==> config.mk <==
export PLATFORM = sky130hd
export DESIGN_NAME = pipe_hazard_ctrl
export DESIGN_NICKNAME = d
export VERILOG_FILES = /design/src/rtl/pipe_hazard_ctrl_pkg.sv /design/src/rtl/pipe_hazard_ctrl_fwd_sel.sv /design/src/rtl/pipe_hazard_ctrl.sv
export SDC_FILE = /design/constraint.sdc
export NUM_CORES = 1
export LEC_CHECK = 0
export ABC_AREA = 1
export BUFFER_PORTS_ARGS = -buffer_cell sky130_fd_sc_hd__buf_2
export CAP_MARGIN = 10
export CORE_ASPECT_RATIO = 1.1
export CORE_UTILIZATION = 49
export DETAILED_ROUTE_END_ITERATION = 6
export GPL_TIMING_DRIVEN = 0
export PLACE_DENSITY = 0.86
export SLEW_MARGIN = 0
export SYNTH_ARGS = -nofsm -noshare
export SYNTH_HDL_FRONTEND = slang
export SYNTH_HIERARCHICAL = 1
export SYNTH_SLANG_ARGS = --single-unit
==> constraint.sdc <==
create_clock -name clk -period 1.86 [get_ports clk]
set_clock_uncertainty 0.1 [all_clocks]
set_input_delay 0 -clock clk [delete_from_list [all_inputs] [get_ports clk]]
set_output_delay 0 -clock clk [all_outputs]
set_load 0.1 [all_outputs]
==> src/rtl/pipe_hazard_ctrl_pkg.sv <==
// Shared encodings for the pipeline hazard sequencer: FSM states, forward selects, writeback select.
// Latency: n/a (types and constants only).
// Backpressure: n/a.
package pipe_hazard_ctrl_pkg;

    typedef enum logic [1:0] {
        RUN        = 2'b00,
        LOAD_STALL = 2'b01,
        REDIRECT   = 2'b10,
        MEM_WAIT   = 2'b11
    } hz_state_e;

    localparam logic [1:0] FWD_RF    = 2'b00;
    localparam logic [1:0] FWD_EXMEM = 2'b01;
    localparam logic [1:0] FWD_MEMWB = 2'b10;

    // Writeback-from-memory code, matching the ctrl_encode_def value used by the datapath.
    localparam logic [1:0] WDSel_FromMEM = 2'b01;

    // A producer can feed a consumer only if it writes a non-x0 register that matches.
    function automatic logic reg_match(input logic [4:0] rd, input logic wr, input logic [4:0] rs);
        return wr && (rd != 5'd0) && (rd == rs);
    endfunction

endpackage

==> src/rtl/pipe_hazard_ctrl_fwd_sel.sv <==
// ALU operand forward selector: picks EX/MEM, MEM/WB or register file for one source register.
// Latency: purely combinational.
// Backpressure: none.
module fwd_sel
    import pipe_hazard_ctrl_pkg::*;
(
    input  logic [4:0] src_i,
    input  logic [4:0] mem_rd_i,
    input  logic       mem_wr_i,
    input  logic [4:0] wb_rd_i,
    input  logic       wb_wr_i,
    output logic [1:0] sel_o
);

    // The younger producer (EX/MEM) wins over the older one (MEM/WB).
    always_comb begin
        sel_o = FWD_RF;
        if (reg_match(mem_rd_i, mem_wr_i, src_i)) begin
            sel_o = FWD_EXMEM;
        end else if (reg_match(wb_rd_i, wb_wr_i, src_i)) begin
            sel_o = FWD_MEMWB;
        end
    end

endmodule

==> src/rtl/pipe_hazard_ctrl.sv <==
// Central stall/flush/forward sequencer for the 5-stage pipeline, with saturating perf counters.
// Latency: stall/flush/forward outputs are combinational in the event cycle; counters update next edge.
// Backpressure: dm_ready low holds PC, IF/ID, ID/EX and EX/MEM until ready or timeout release.
module pipe_hazard_ctrl
    import pipe_hazard_ctrl_pkg::*;
#(
    parameter int CNT_W       = 16,
    parameter int MEM_TIMEOUT = 15
) (
    input  logic             clk,
    input  logic             rst,
    input  logic [4:0]       id_rs1,
    input  logic [4:0]       id_rs2,
    input  logic             id_rs1_used,
    input  logic             id_rs2_used,
    input  logic [4:0]       ex_rd,
    input  logic             ex_RegWrite,
    input  logic [1:0]       ex_WDSel,
    input  logic [4:0]       mem_rd,
    input  logic             mem_RegWrite,
    input  logic [4:0]       wb_rd,
    input  logic             wb_RegWrite,
    input  logic             ex_redirect,
    input  logic             dm_req,
    input  logic             dm_ready,
    output logic             stall_pc,
    output logic             stall_if_id,
    output logic             flush_if_id,
    output logic             flush_id_ex,
    output logic             stall_ex_mem,
    output logic [1:0]       fwd_a,
    output logic [1:0]       fwd_b,
    output logic             busy,
    output logic             err_timeout,
    output logic [CNT_W-1:0] stall_cnt,
    output logic [CNT_W-1:0] flush_cnt
);

    localparam logic [7:0]       TIMEOUT_W = 8'(MEM_TIMEOUT);
    localparam logic [CNT_W-1:0] CNT_ONE   = CNT_W'(1);

    hz_state_e        state_q, state_d;
    logic [7:0]       wait_q, wait_d;
    logic [CNT_W-1:0] stall_cnt_q, flush_cnt_q;
    logic [4:0]       ex_rs1_q, ex_rs2_q;

    logic load_use;
    logic sp_raw, sif_raw, fif_raw, fie_raw, sem_raw, err_raw, redirect_evt;

    assign load_use = ex_RegWrite && (ex_WDSel == WDSel_FromMEM) && (ex_rd != 5'd0) &&
                      ((id_rs1_used && (id_rs1 == ex_rd)) || (id_rs2_used && (id_rs2 == ex_rd)));

    // Next-state and raw control outputs; RUN resolves events as redirect > mem wait > load-use.
    always_comb begin
        state_d      = state_q;
        wait_d       = wait_q;
        sp_raw       = 1'b0;
        sif_raw      = 1'b0;
        fif_raw      = 1'b0;
        fie_raw      = 1'b0;
        sem_raw      = 1'b0;
        err_raw      = 1'b0;
        redirect_evt = 1'b0;
        case (state_q)
            RUN: begin
                if (ex_redirect) begin
                    fif_raw      = 1'b1;
                    fie_raw      = 1'b1;
                    redirect_evt = 1'b1;
                    state_d      = REDIRECT;
                end else if (dm_req && !dm_ready) begin
                    sp_raw  = 1'b1;
                    sif_raw = 1'b1;
                    sem_raw = 1'b1;
                    wait_d  = 8'd1;
                    state_d = MEM_WAIT;
                end else if (load_use) begin
                    sp_raw  = 1'b1;
                    sif_raw = 1'b1;
                    fie_raw = 1'b1;
                    state_d = LOAD_STALL;
                end
            end
            LOAD_STALL: begin
                state_d = RUN;
            end
            REDIRECT: begin
                // Kill the wrong-path fetch that was already in flight.
                fif_raw = 1'b1;
                state_d = RUN;
            end
            MEM_WAIT: begin
                sp_raw  = 1'b1;
                sif_raw = 1'b1;
                sem_raw = 1'b1;
                if (dm_ready) begin
                    wait_d  = 8'd0;
                    state_d = RUN;
                end else if (wait_q == TIMEOUT_W) begin
                    err_raw = 1'b1;
                    wait_d  = 8'd0;
                    state_d = RUN;
                end else begin
                    wait_d = wait_q + 8'd1;
                end
            end
            default: begin
                state_d = RUN;
            end
        endcase
    end

    // FSM state and memory wait counter.
    always_ff @(posedge clk or posedge rst) begin
        if (rst) begin
            state_q <= RUN;
            wait_q  <= 8'd0;
        end else begin
            state_q <= state_d;
            wait_q  <= wait_d;
        end
    end

    // Saturating performance counters: stalled-PC cycles and accepted redirects.
    always_ff @(posedge clk or posedge rst) begin
        if (rst) begin
            stall_cnt_q <= '0;
            flush_cnt_q <= '0;
        end else begin
            if (sp_raw && (stall_cnt_q != '1)) begin
                stall_cnt_q <= stall_cnt_q + CNT_ONE;
            end
            if (redirect_evt && (flush_cnt_q != '1)) begin
                flush_cnt_q <= flush_cnt_q + CNT_ONE;
            end
        end
    end

    // Shadow of the ID/EX source registers: bubbles carry x0, frozen while EX/MEM is held.
    always_ff @(posedge clk or posedge rst) begin
        if (rst) begin
            ex_rs1_q <= 5'd0;
            ex_rs2_q <= 5'd0;
        end else if (fie_raw) begin
            ex_rs1_q <= 5'd0;
            ex_rs2_q <= 5'd0;
        end else if (!sem_raw) begin
            ex_rs1_q <= id_rs1;
            ex_rs2_q <= id_rs2;
        end
    end

    fwd_sel u_fwd_a (
        .src_i    (ex_rs1_q),
        .mem_rd_i (mem_rd),
        .mem_wr_i (mem_RegWrite),
        .wb_rd_i  (wb_rd),
        .wb_wr_i  (wb_RegWrite),
        .sel_o    (fwd_a)
    );

    fwd_sel u_fwd_b (
        .src_i    (ex_rs2_q),
        .mem_rd_i (mem_rd),
        .mem_wr_i (mem_RegWrite),
        .wb_rd_i  (wb_rd),
        .wb_wr_i  (wb_RegWrite),
        .sel_o    (fwd_b)
    );

    // Reset masks the combinational controls so the pipeline sees a quiet state immediately.
    assign stall_pc     = sp_raw  & ~rst;
    assign stall_if_id  = sif_raw & ~rst;
    assign flush_if_id  = fif_raw & ~rst;
    assign flush_id_ex  = fie_raw & ~rst;
    assign stall_ex_mem = sem_raw & ~rst;
    assign err_timeout  = err_raw & ~rst;
    assign busy         = (state_q != RUN);
    assign stall_cnt    = stall_cnt_q;
    assign flush_cnt    = flush_cnt_q;

endmodule

After elaboration in Yosys (flattened, before gate mapping)
Index checks and enable logic that the tools add are counted.
{"block": "word_totals", "reg_bits": 52, "word_cells": 93, "out_inout_bits": 43}
{"block": "op_classes", "eq_ne": 18, "n_bitwise": 6, "mux": 35, "n_addsub": 3, "n_reduce_logical": 25}
{"cell": "$add A16 B1 Y16 const B", "count": 2}
{"cell": "$mux W8", "count": 4}
{"cell": "$ne A16 B16 Y1 const B", "count": 2}
{"cell": "$eq A5 B5 Y1", "count": 6}
{"cell": "$mux W5", "count": 4}
{"cell": "$mux W2", "count": 9}
{"cell": "$pmux W8 S2", "count": 1}
{"cell": "$reduce_bool A5 Y1", "count": 3}
{"cell": "$logic_and A1 B1 Y1", "count": 14}
{"cell": "$mux W1", "count": 13}
{"cell": "$add A8 B1 Y8 const B", "count": 1}
{"cell": "$eq A8 B4 Y1 const B", "count": 1}
{"cell": "$ne A2 B2 Y1 const B", "count": 3}
{"cell": "$pmux W1 S2", "count": 3}
{"cell": "$pmux W2 S3", "count": 1}
{"cell": "$and A1 B1 Y1", "count": 5}
{"cell": "$eq A2 B1 Y1 const B", "count": 2}
{"cell": "$eq A2 B2 Y1 const B", "count": 2}
{"cell": "$ne A4 B4 Y1 const B", "count": 1}
{"cell": "$reduce_bool A2 Y1", "count": 2}
{"cell": "$ne A3 B3 Y1 const B", "count": 1}
{"cell": "$reduce_and A3 Y1", "count": 1}
{"cell": "$logic_not A2 Y1", "count": 1}
{"cell": "$reduce_and A2 Y1", "count": 1}
{"cell": "other kinds (4)", "count": 4}

Depth between registers and ports, before layout
{"block": "logic_depth", "ltp_word": 9, "depth_mapped": 14}

Cells and area by module
The synthesis kept the hierarchy.
{"mod": "pipe_hazard_ctrl", "cells_per_inst": 427, "area_each_um2": 3138.0, "n_inst": 1}
{"mod": "fwd_sel", "cells_per_inst": 50, "area_each_um2": 214.0, "n_inst": 2}

Least setup slack after synthesis
Ideal clock, no wire load.
{"block": "synth_timing", "path_kind": "flip-flop to output port", "start": "reg wait_q[0]", "end": "out err_timeout", "path_buffers": 0, "t_arrival_ns": 3.677, "setup_slack_ns": -1.917, "path_stages_with_launch": 6, "cell_sequence": "dfrtp_1 > ha_1 > nand2_1 > nor2_1 > nand4_1 > nor4_1"}
{"block": "synth_between", "elab_chain_len": 5}
{"item": "start: declaration", "line": "pipe_hazard_ctrl.sv:43", "text": "logic [7:0] wait_q, wait_d;"}
{"item": "start signal: assignment", "line": "pipe_hazard_ctrl.sv:120", "text": "wait_q <= wait_d;"}
{"item": "$eq A8 B4 Y1", "line": "pipe_hazard_ctrl.sv:99", "text": "end else if (wait_q == TIMEOUT_W) begin"}
{"item": "$mux W1", "line": "pipe_hazard_ctrl.sv:99"}
{"item": "$mux W1", "line": "pipe_hazard_ctrl.sv:96", "text": "if (dm_ready) begin"}
{"item": "$mux W1", "line": "pipe_hazard_ctrl.sv:64", "text": "case (state_q)"}
{"item": "$and A1 B1 Y1", "line": "pipe_hazard_ctrl.sv:177", "text": "assign err_timeout = err_raw & ~rst;"}
{"item": "end: declaration", "line": "pipe_hazard_ctrl.sv:34", "text": "output logic err_timeout,"}
Every way passes these cells.

Worst setup path in the final report
{"block": "layout_timing", "start": "reg state_q[1]", "end": "out stall_pc"}
{"block": "layout_between", "elab_chain_len": 3}
{"item": "start: declaration", "line": "pipe_hazard_ctrl.sv:42", "text": "hz_state_e state_q, state_d;"}
{"item": "start signal: assignment", "line": "pipe_hazard_ctrl.sv:119", "text": "state_q <= state_d;"}
{"item": "$eq A2 B2 Y1 or $logic_not A2 Y1 (tied branches)", "line": "pipe_hazard_ctrl.sv:64"}
{"item": "$pmux W1 S2 *", "line": "pipe_hazard_ctrl.sv:64"}
{"item": "$and A1 B1 Y1 *", "line": "pipe_hazard_ctrl.sv:172", "text": "assign stall_pc = sp_raw & ~rst;"}
{"item": "end: declaration", "line": "pipe_hazard_ctrl.sv:26", "text": "output logic stall_pc,"}
Mark *: on every way between the ends. The rest lies on a longest branch, timed or not.

==> flow_summary_export.csv <==
group,metric,value,unit
die,die_y,91.5,um
power_and_ir_drop,p_leak,2.53,nW
cts,path_clk_slew,90,ps
timing,drv_slew,0,
timing,rsz0062_at_grt,"yes",
hold_path,hp-class,"in -> reg",
die,start_util,50.9,%
global_routing,grt_util_all_layers,26.8,%
global_routing,grtUsageMet1,33.1,%
die,num_io_pins,80,
final_layout,fin_nets,705,
routing,antenna_left,0,
logic_synthesis,syn_area_per_cell,6.77,um^2
logic_synthesis,syn-instance-count,527,
final_layout,mostFrequentLayoutCell,"nand2_1",
routing,drc,0,
timing,fin_ws,-71.4,ps
place,portBuffers,79,
power_and_ir_drop,power_density,1230,mW/mm^2
logic_synthesis,yosysSeqAreaShare,36.5,%
final_layout,stdcell_count,748,
global_routing,grt_pass1_vias,3866,
setup_path,worstPathMaxFanout,2,
timing,whs,54.2,ps
final_layout,final_cell_mix,"nand2_1, buf_2, inv_1",
setup_path,worst-setup-path-type,"reg -> out",
timing,totalNegativeSetupSlack,-194,ps
die,die_area,0.00762,mm^2
final_layout,nFillCells,530,
final_layout,syn_to_final_growth,41.8,%
power_and_ir_drop,vdd_drop_max,1.67,mV
cts,cts_max_level,2,
place,gp_congestion,0.868,
die,core_region_area,0.00701,mm^2
global_routing,grt_max_degree,28,
global_routing,use_met3,3.91,%
setup_path,critPathCapture,"stall_pc",
final_layout,fin_util,72.2,%
run,cap_violations,0,
die,die_x,83.3,um
timing,setup_viol,6,
cts,clkSinkCount,52,
logic_synthesis,ys_types,30,
final_layout,layout-drive-gt1-share,35.1,%
setup_path,r2r_end,"wait_q[5]",
global_routing,antenna_found_initial,0,
die,num_rows,32,
place,dp_slack,-560,ps
timing,relSlewSlack,60.3,%
setup_path,regToRegSetupSlack,-10,ps
logic_synthesis,netlist_area,0.00357,mm^2
routing,drt_iter0_markers,300,
routing,drtPass1Iterations,5,
routing,via_count,4086,
setup_path,reg2regPathDepth,11,
place,dp.cells,692,
cts,cts_tree,"done",
logic_synthesis,synth-seq-cells,52,
timing,finalCritPeriodShare,104,%
hold_path,worstHoldStart,"ex_redirect",
place,dpl.hpwl,6.85,mm
setup_path,critical_path_arrival,1830,ps
cts,cts_root_buf,"clkbuf_8",
setup_path,critPathLaunch,"state_q[1]",
setup_path,cp.required,1760,ps
outcome,status,"finished, violations left",
routing,vias_per_cell,5.46,
timing,hold_viol,0,
timing,clock.fmax,518,MHz
logic_synthesis,syn_nets,570,
timing,worstMarginPinSlew,594,ps
routing,routedWlPerCell,14.0,um
logic_synthesis,ys.warnings.count,6,
setup_path,critPathLaunchType,"flip-flop",
global_routing,grt_pass1_wl,17.0,mm
final_layout,diodes,0,
routing,wl,10.4,mm
global_routing,grt-busiest-layer,"met2",
global_routing,gr-total-overflow,0,
cts,cts.path.max_buffers,2,
setup_path,cp-end-kind,"primary output",
timing,final.min_clock_period,1930,ps
setup_path,r2r-start,"state_q[1]",
global_routing,use_met2,48.7,%
cts,numCtsBuffers,5,
cts,insertion_delay,300,ps
outcome,violations,"setup timing",
## power breakdown
group	internal [W]	switching, W	leakage [nW]
logic	0.00129	0.00257	1.83
registers	0.00138	0.000295	0.658
clock network	0.000302	0.000393	0.0434
total	0.00297	0.00326	2.53
## what timing repair did
action | in CTS | in global routing
resized for setup | 37 | 40
hold buffers | 13 | 0
buffers inserted | 23 | 14
pin swaps | 9 | 14
endpoints found under the setup margin | 25 | 40
endpoints found under the hold margin | 37 | 0
## cell usage after synthesis
cell	count	area, um^2
xor2_1	16	140
nor2_1	53	199
ha_1	6	75.1
o21ai_1	9	45.0
nor3_2	1	10.0
xnor2_1	13	114
nor3_1	6	30.0
nand2_2	3	18.8
nand3_1	38	190
clkbuf_1	4	15.0
nor2_2	6	37.5
nand2_4	1	11.3
clkinv_1	1	3.75
a21oi_1	19	95.1
o22ai_1	3	18.8
inv_2	15	56.3
inv_1	55	206
dfrtp_1	52	1300
nor4_1	3	18.8
a21boi_0	2	15.0
nand3_2	3	30.0
o22ai_4	1	20.0
a31oi_1	1	6.26
buf_4	2	15.0
o21ai_0	10	50.1
nand2_1	174	653
buf_2	3	15.0
nand3b_1	1	7.51
nand4_1	25	156
buf_6	1	11.3
## per-stage QoR
stage | instance area [um^2] | total power (W)
6_report | 5060 | 0.00623
5_1_grt | 5060 | 0.00657
4_1_cts | 4810 | 0.00586
3_5_place_dp | 4290 | 0.00466
3_3_place_gp | 4270 | 0.00455
2_1_floorplan | 3760 | 0.00403
## cell families (layout without fill, tap and decap cells)
kind of cell	count (synthesis)	after routing	synth area share [%]
AND/OR/NAND/NOR	314	314	38.2
buffers and inverters	81	217	9.05
flip-flops	52	52	36.5
AO/OA/AOI/OAI	45	45	7.02
XOR/XNOR	29	29	7.12
adder cells (fa/ha/maj)	6	6	2.11
## cell type report
cell class | count | area (um^2) | share of cell area [%]
timing repair buffer | 129 | 896 | 17.7
clock inverter | 2 | 15.0 | 0.297
tap | 85 | 106 | 2.10
inverter | 71 | 279 | 5.52
buffer | 9 | 123 | 2.43
multi-input combinational | 394 | 2230 | 44.0
sequential | 52 | 1330 | 26.3
clock buffer | 6 | 82.6 | 1.63
## layer usage
metal  share of wire (%)  wire length (um)
met4                 1.9               200
met3                 4.7               491
met2                  53              5500
met1                  41              4260
met5                   0                 0
## registers in the layout, summed over array words and instances, names as in the netlist
register   count
ex_rs1_q       5
ex_rs2_q       5
flush_cnt     16
stall_cnt     16
state_q        2
wait_q         8
## worst max-delay path: stages, from the launching register on
cell and delay (ps):
dfrtp_1 410, inv_2 70, ha_4 160, inv_4 40, nor2_4 110, nand2_2 70, nand2_4 80, buf_6 100
nand2_4 50, nor2_4 150, buf_12 120, buf_12 160
## how the worst min path moves through the flow
stage / endpoint / cells after the start
floorplan: stall_ex_mem / 1
global placement: ex_rs2_q[3] / 3
detailed placement: stall_cnt[9] / 2
CTS: state_q[1] / 3
global route: flush_cnt[15] / 3
finish: state_q[1] / 3
Power figures use the tool's default switching activity.
